<file path="config.mk">
export PLATFORM = sky130hd
export DESIGN_NAME = main_control
export DESIGN_NICKNAME = d
export VERILOG_FILES = /design/src/rtl/main_control_pkg.sv /design/src/rtl/main_control_decode.sv /design/src/rtl/main_control.sv
export SDC_FILE = /design/constraint.sdc
export NUM_CORES = 1
export LEC_CHECK = 0
export ABC_AREA = 1
export BUFFER_PORTS_ARGS = -buffer_cell sky130_fd_sc_hd__buf_2
export CAP_MARGIN = 20
export CORE_MARGIN = 2
export CORE_UTILIZATION = 41
export CTS_CLUSTER_DIAMETER = 60
export DETAILED_ROUTE_END_ITERATION = 8
export GPL_TIMING_DRIVEN = 0
export PLACE_DENSITY_LB_ADDON = 0.1
export SYNTH_ARGS = -nofsm -noshare
export SYNTH_HDL_FRONTEND = slang
export SYNTH_HIERARCHICAL = 1
export SYNTH_SLANG_ARGS = --single-unit
</file>
<file path="constraint.sdc">
create_clock -name clk -period 0.8 [get_ports clk]
set_input_delay 0.16 -clock clk [delete_from_list [all_inputs] [get_ports clk]]
set_output_delay 0.16 -clock clk [all_outputs]
set_load 0.02 [all_outputs]
</file>
<file path="src/rtl/main_control_pkg.sv">
// main_control_pkg
//   Shared encodings for the KGP-miniRISC main control unit: opcode values,
//   ALU operation classes, register-write and branch classes, and the packed
//   control word handed from the decoder to the output register stage.
package main_control_pkg;

  // Opcode values recognised by the decoder; everything else is illegal.
  localparam logic [5:0] OP_RARITH = 6'd0;
  localparam logic [5:0] OP_RSHIFT = 6'd1;
  localparam logic [5:0] OP_ADDI   = 6'd2;
  localparam logic [5:0] OP_COMPI  = 6'd3;
  localparam logic [5:0] OP_LW     = 6'd4;
  localparam logic [5:0] OP_SW     = 6'd5;
  localparam logic [5:0] OP_BR     = 6'd6;
  localparam logic [5:0] OP_B      = 6'd7;
  localparam logic [5:0] OP_BL     = 6'd8;
  localparam logic [5:0] OP_BCOND  = 6'd9;

  // ALU operation classes forwarded to the ALU control unit (110/111 reserved).
  localparam logic [2:0] ALU_NONE   = 3'b000;
  localparam logic [2:0] ALU_RARITH = 3'b001;
  localparam logic [2:0] ALU_RSHIFT = 3'b010;
  localparam logic [2:0] ALU_ADD    = 3'b011;
  localparam logic [2:0] ALU_COMPI  = 3'b100;
  localparam logic [2:0] ALU_PASS   = 3'b101;

  // Register-write classes.
  localparam logic [1:0] RW_NONE = 2'b00;
  localparam logic [1:0] RW_RD   = 2'b01;
  localparam logic [1:0] RW_LINK = 2'b10;

  // Branch classes.
  localparam logic [1:0] BR_NONE   = 2'b00;
  localparam logic [1:0] BR_UNCOND = 2'b01;
  localparam logic [1:0] BR_COND   = 2'b10;
  localparam logic [1:0] BR_REG    = 2'b11;

  // Full datapath control word; the all-zero value is the NOP word.
  typedef struct packed {
    logic [1:0] reg_write;
    logic       mem_read;
    logic       mem_write;
    logic [1:0] branch;
    logic       mem_to_reg;
    logic [2:0] alu_op;
    logic       alu_src;
    logic       illegal;
  } ctrl_word_t;

  localparam ctrl_word_t CTRL_NOP = ctrl_word_t'(12'h000);

endpackage

</file>
<file path="src/rtl/main_control_decode.sv">
// main_control_decode
//   Purely combinational opcode-to-control-word table.
//   Ports:
//     opcode - 6-bit instruction opcode field
//     ctrl   - decoded control word (illegal set for unlisted or X/Z opcodes)
module main_control_decode
  import main_control_pkg::*;
(
  input  logic [5:0] opcode,
  output ctrl_word_t ctrl
);

  // Opcode decode table; an unknown opcode falls to the default arm.
  always_comb begin
    ctrl = CTRL_NOP;
    case (opcode)
      OP_RARITH: begin
        ctrl.reg_write = RW_RD;
        ctrl.alu_op    = ALU_RARITH;
        ctrl.alu_src   = 1'b0;
      end
      OP_RSHIFT: begin
        ctrl.reg_write = RW_RD;
        ctrl.alu_op    = ALU_RSHIFT;
      end
      OP_ADDI: begin
        ctrl.reg_write = RW_RD;
        ctrl.alu_op    = ALU_ADD;
        ctrl.alu_src   = 1'b1;
      end
      OP_COMPI: begin
        ctrl.reg_write = RW_RD;
        ctrl.alu_op    = ALU_COMPI;
        ctrl.alu_src   = 1'b1;
      end
      OP_LW: begin
        ctrl.reg_write  = RW_RD;
        ctrl.mem_read   = 1'b1;
        ctrl.mem_to_reg = 1'b1;
        ctrl.alu_op     = ALU_ADD;
        ctrl.alu_src    = 1'b1;
      end
      OP_SW: begin
        ctrl.mem_write = 1'b1;
        ctrl.alu_op    = ALU_ADD;
        ctrl.alu_src   = 1'b1;
      end
      OP_BR: begin
        ctrl.branch = BR_REG;
      end
      OP_B: begin
        ctrl.branch = BR_UNCOND;
      end
      OP_BL: begin
        ctrl.branch    = BR_UNCOND;
        ctrl.reg_write = RW_LINK;
      end
      OP_BCOND: begin
        ctrl.branch = BR_COND;
        ctrl.alu_op = ALU_PASS;
      end
      default: begin
        ctrl         = CTRL_NOP;
        ctrl.illegal = 1'b1;
      end
    endcase
  end

endmodule

</file>
<file path="src/rtl/main_control.sv">
// main_control
//   Main control unit of the KGP-miniRISC datapath. Decodes the opcode and
//   registers the control word, giving exactly one cycle of latency.
//   Ports:
//     clk        - rising-edge clock
//     rst        - asynchronous active-high reset, forces the NOP word
//     opcode     - instruction opcode field
//     reg_write  - 00 none, 01 rd, 10 link register r31
//     mem_read   - data-memory read enable
//     mem_write  - data-memory write enable
//     branch     - 00 none, 01 PC-relative, 10 conditional, 11 register
//     mem_to_reg - write-back source select (1 = memory)
//     alu_op     - ALU operation class
//     alu_src    - ALU operand B select (1 = immediate)
//     illegal    - opcode not in the decode table
module main_control
  import main_control_pkg::*;
(
  input  logic       clk,
  input  logic       rst,
  input  logic [5:0] opcode,
  output logic [1:0] reg_write,
  output logic       mem_read,
  output logic       mem_write,
  output logic [1:0] branch,
  output logic       mem_to_reg,
  output logic [2:0] alu_op,
  output logic       alu_src,
  output logic       illegal
);

  ctrl_word_t decode_s;
  ctrl_word_t ctrl_r;

  main_control_decode u_decode (
    .opcode (opcode),
    .ctrl   (decode_s)
  );

  // Output register stage: loads every cycle, clears asynchronously to NOP.
  always_ff @(posedge clk or posedge rst) begin
    if (rst) begin
      ctrl_r <= CTRL_NOP;
    end else begin
      ctrl_r <= decode_s;
    end
  end

  assign reg_write  = ctrl_r.reg_write;
  assign mem_read   = ctrl_r.mem_read;
  assign mem_write  = ctrl_r.mem_write;
  assign branch     = ctrl_r.branch;
  assign mem_to_reg = ctrl_r.mem_to_reg;
  assign alu_op     = ctrl_r.alu_op;
  assign alu_src    = ctrl_r.alu_src;
  assign illegal    = ctrl_r.illegal;

endmodule

</file>
==> results by group <==
Synthesis
  – Syn nets: 67
  – Mean post-synth cell area: 9.12 µm²
  – Most frequent cells after synthesis: dfrtp_1 (12), inv_1 (9), nand2_1 (9), nand3_1 (9), nor2_1 (4)
  – Number of register bits inferred by synthesis: 12
  – Area share of the leading cell type in the synthesized netlist: 0.558
  – Netlist area before placement: 538 µm²
  – Most frequently used flop master after synthesis: dfrtp_1
  – Sequential area share after synthesis: 0.558
  – Cell taking the most area after synthesis: dfrtp_1
  – Number of cells produced by synthesis: 59
  – Number of synthesized flops with an enable pin: 0
  – Share of async-settable or async-resettable flops after synthesis: 1.00
  – Ranking of synthesized cells by area: dfrtp_1 (56%), nand3_1 (8.4%), inv_1 (6.3%)
  – Yosys synthesis warning count: 6
  – Count of unique library cells instantiated by Yosys: 14
  – Most frequently used cell type in the post-synthesis netlist: dfrtp_1

Timing
  – Remaining max-slew budget at the tightest pin: 0.840
  – Number of endpoints failing setup at the final stage: 12
  – Tmin final: 0.950 ns
  – Fin crit share: 1.19
  – Hold Slack: 0.110 ns
  – RSZ-0062 raised after global routing: yes
  – Peak Freq: roughly 1100 MHz
  – Transition time of the tightest slew-check pin: roughly 0.24 ns
  – PnR worst setup slack: -0.150 ns
  – Hold Fails Final Rpt: 0
  – Final number of max-transition violations: 0

Die
  – Core Footprint: 1270 µm²
  – Initial Utilization: 0.424
  – Height of the die: approximately 40 µm
  – Overall die width: 40.2 µm
  – Site row count: 13
  – I/O pin cnt: 20
  – Die area: between 1500 and 2000 µm²

Routing
  – DRC violation total after the first TritonRoute iteration: 12
  – Total via count in the routed design: between 400 and 500
  – Remaining antenna violation count after routing: 0
  – Wire length per cell: ~10 µm
  – Length of the first detailed-routing pass in iterations: 4
  – Final routed DRC violation total: 0
  – Drt total wl: roughly 1000 µm
  – Mean number of vias per cell: roughly 4.7

Global routing
  – GRT Resource Usage Total: 0.165
  – Via count of the first global-routing pass: 383
  – Pin count of the biggest net entering global routing: 13
  – Global-route wire length before repair: about 1600 µm
  – Antenna violations before repair: 0
  – Global route overflow: 0

Critical path
  – Endpoint arrival time on the critical path: a little under 0.8 ns
  – Maximum net fanout on the critical path: 1
  – Critical path's top delay family: flip-flops
  – Combined buffer and inverter count along the critical path: 1
  – Crit path launch type: flip-flop
  – Worst Setup End Kind: output pin
  – Classification of the worst setup path: flip-flop to output pin
  – Worst path slowest cell: dfrtp_1
  – Slowest stage delay, CP: 0.39 ns
  – Data required time of the worst path: 0.64 ns
  – Critical Path, Cell by Cell: buf_6

Clock tree
  – Post CTS Setup Buffer Count: 0
  – Maximum clock insertion buffer count: 2
  – TritonCTS Buffers: 3
  – Clock transition at the register clock pins on the worst setup and hold paths after CTS: around 0.06 ns
  – # clock sinks: 12
  – Clock tree from TritonCTS: yes
  – Clk Tree Root Cell: clkbuf_4
  – Clock H-tree levels: 1

Placement
  – Final estimated routing congestion in global placement: 0.800
  – Placed wire-length estimate after detailed placement: 692 µm
  – IO Port Bufs: 18

Final layout
  – Max reg flops: 3
  – Layout net count: between 90 and 100
  – Fraction of layout cells with a size suffix above 1: 0.427
  – Final standard cell utilization of the core: 0.620
  – Count of filler cells inserted in the layout: between 100 and 150
  – Layout-stage area growth over the synthesis result: 46.3%
  – Antenna diode instance count: 0

Hold path
  – Tightest Hold Check Type: input pin to flip-flop
  – Endpoint, Worst Hold: mem_to_reg$_DFF_PP0_
  – Worst hold start: opcode[1]
  – Worst hold stages: 2

Power
  – Power density relative to cell area: roughly 1600 nW/µm²
  – Tot Pwr: approximately 0.0013 W
  – Static Leakage: around 0.45 nW
  – Maximum vdd drop: 0.000845 V

Outcome
  – Violated checks: negative setup slack
  – Run status: finished, violations left

Flow run
  – Reported max-cap violation count: 0
timing repair:
item,4_1_cts,5_1_grt
resized for setup,24,2
setup endpoints to repair,12,25
hold buffers,1,0
hold endpoints to repair,12,0
placed cells by master, fill, tap and decap left out, drive strengths merged:
master,instances
buf,20
dfrtp,12
nand3,11
inv,11
nand2,9
nor2,8
clkbuf,4
nand4,2
nor4,2
clkinvlp,1
dlygate4sd3,1
o21ai,1
report_power, final:
part           leakage [nW]  internal (W)  switching (W)
logic                 0.265     0.0000720       0.000108
clock network        0.0210      0.000276       0.000183
registers             0.162      0.000623     0.00000722
metal layers:
metal / track usage / vias to the layer above / routed length (µm) / share of wire
met3: 0.0500 / 2 / 75 / 0.075
li1: - / 232 / - / -
met4: 0.150 / 0 / 19 / 0.019
met5: 0 / - / 0 / 0
met1: 0.172 / 196 / 420 / 0.42
met2: 0.262 / 25 / 485 / 0.48
cells by family after synthesis:
kind of cell,count (synthesis),share of synthesized area
DFF,12,0.558
and+or+nand+nor,32,0.314
buffers and inverters,14,0.119
AOI/OAI and AO/OA,1,0.00929
stage by stage:
| stage | instance area, µm² | cells | setup slack [ns] | setup TNS (ns) |
|---|---|---|---|---|
| final | 787 | 97 | -0.150 | -1.56 |
| after global routing | 787 | 97 | -0.195 | -2.01 |
| after floorplan | 544 | 59 | 0.0165 | 0 |
| after CTS | 774 | 97 | -0.164 | -1.75 |
| after global placement | 653 | 92 | -0.187 | -0.894 |
| after detailed placement | 653 | 92 | -0.193 | -0.885 |
area by class of cell:
cell class                      count  area [µm²]  area share
Multi-Input combinational cell     33         189       0.240
Buffer                              2        18.8      0.0238
Inverter                           12        48.8      0.0620
Timing Repair Buffer               19         175       0.223
Sequential cell                    12         300       0.382
Clock buffer                        4        36.3      0.0461
Tap cell                           15        18.8      0.0238
worst max-delay path by stage:
stage                        startpoint                end  slack, ns  cells after the start
finish              mem_write$_DFF_PP0_          mem_write      -0.15                      1
global route        mem_write$_DFF_PP0_          mem_write      -0.19                      1
detailed placement            opcode[5]  illegal$_DFF_PP0_      -0.19                      5
floorplan                     opcode[1]  illegal$_DFF_PP0_       0.02                      7
CTS                 mem_write$_DFF_PP0_          mem_write      -0.16                      1
global placement              opcode[5]  illegal$_DFF_PP0_      -0.19                      5
No activity file was read; power rests on OpenSTA's default activity.
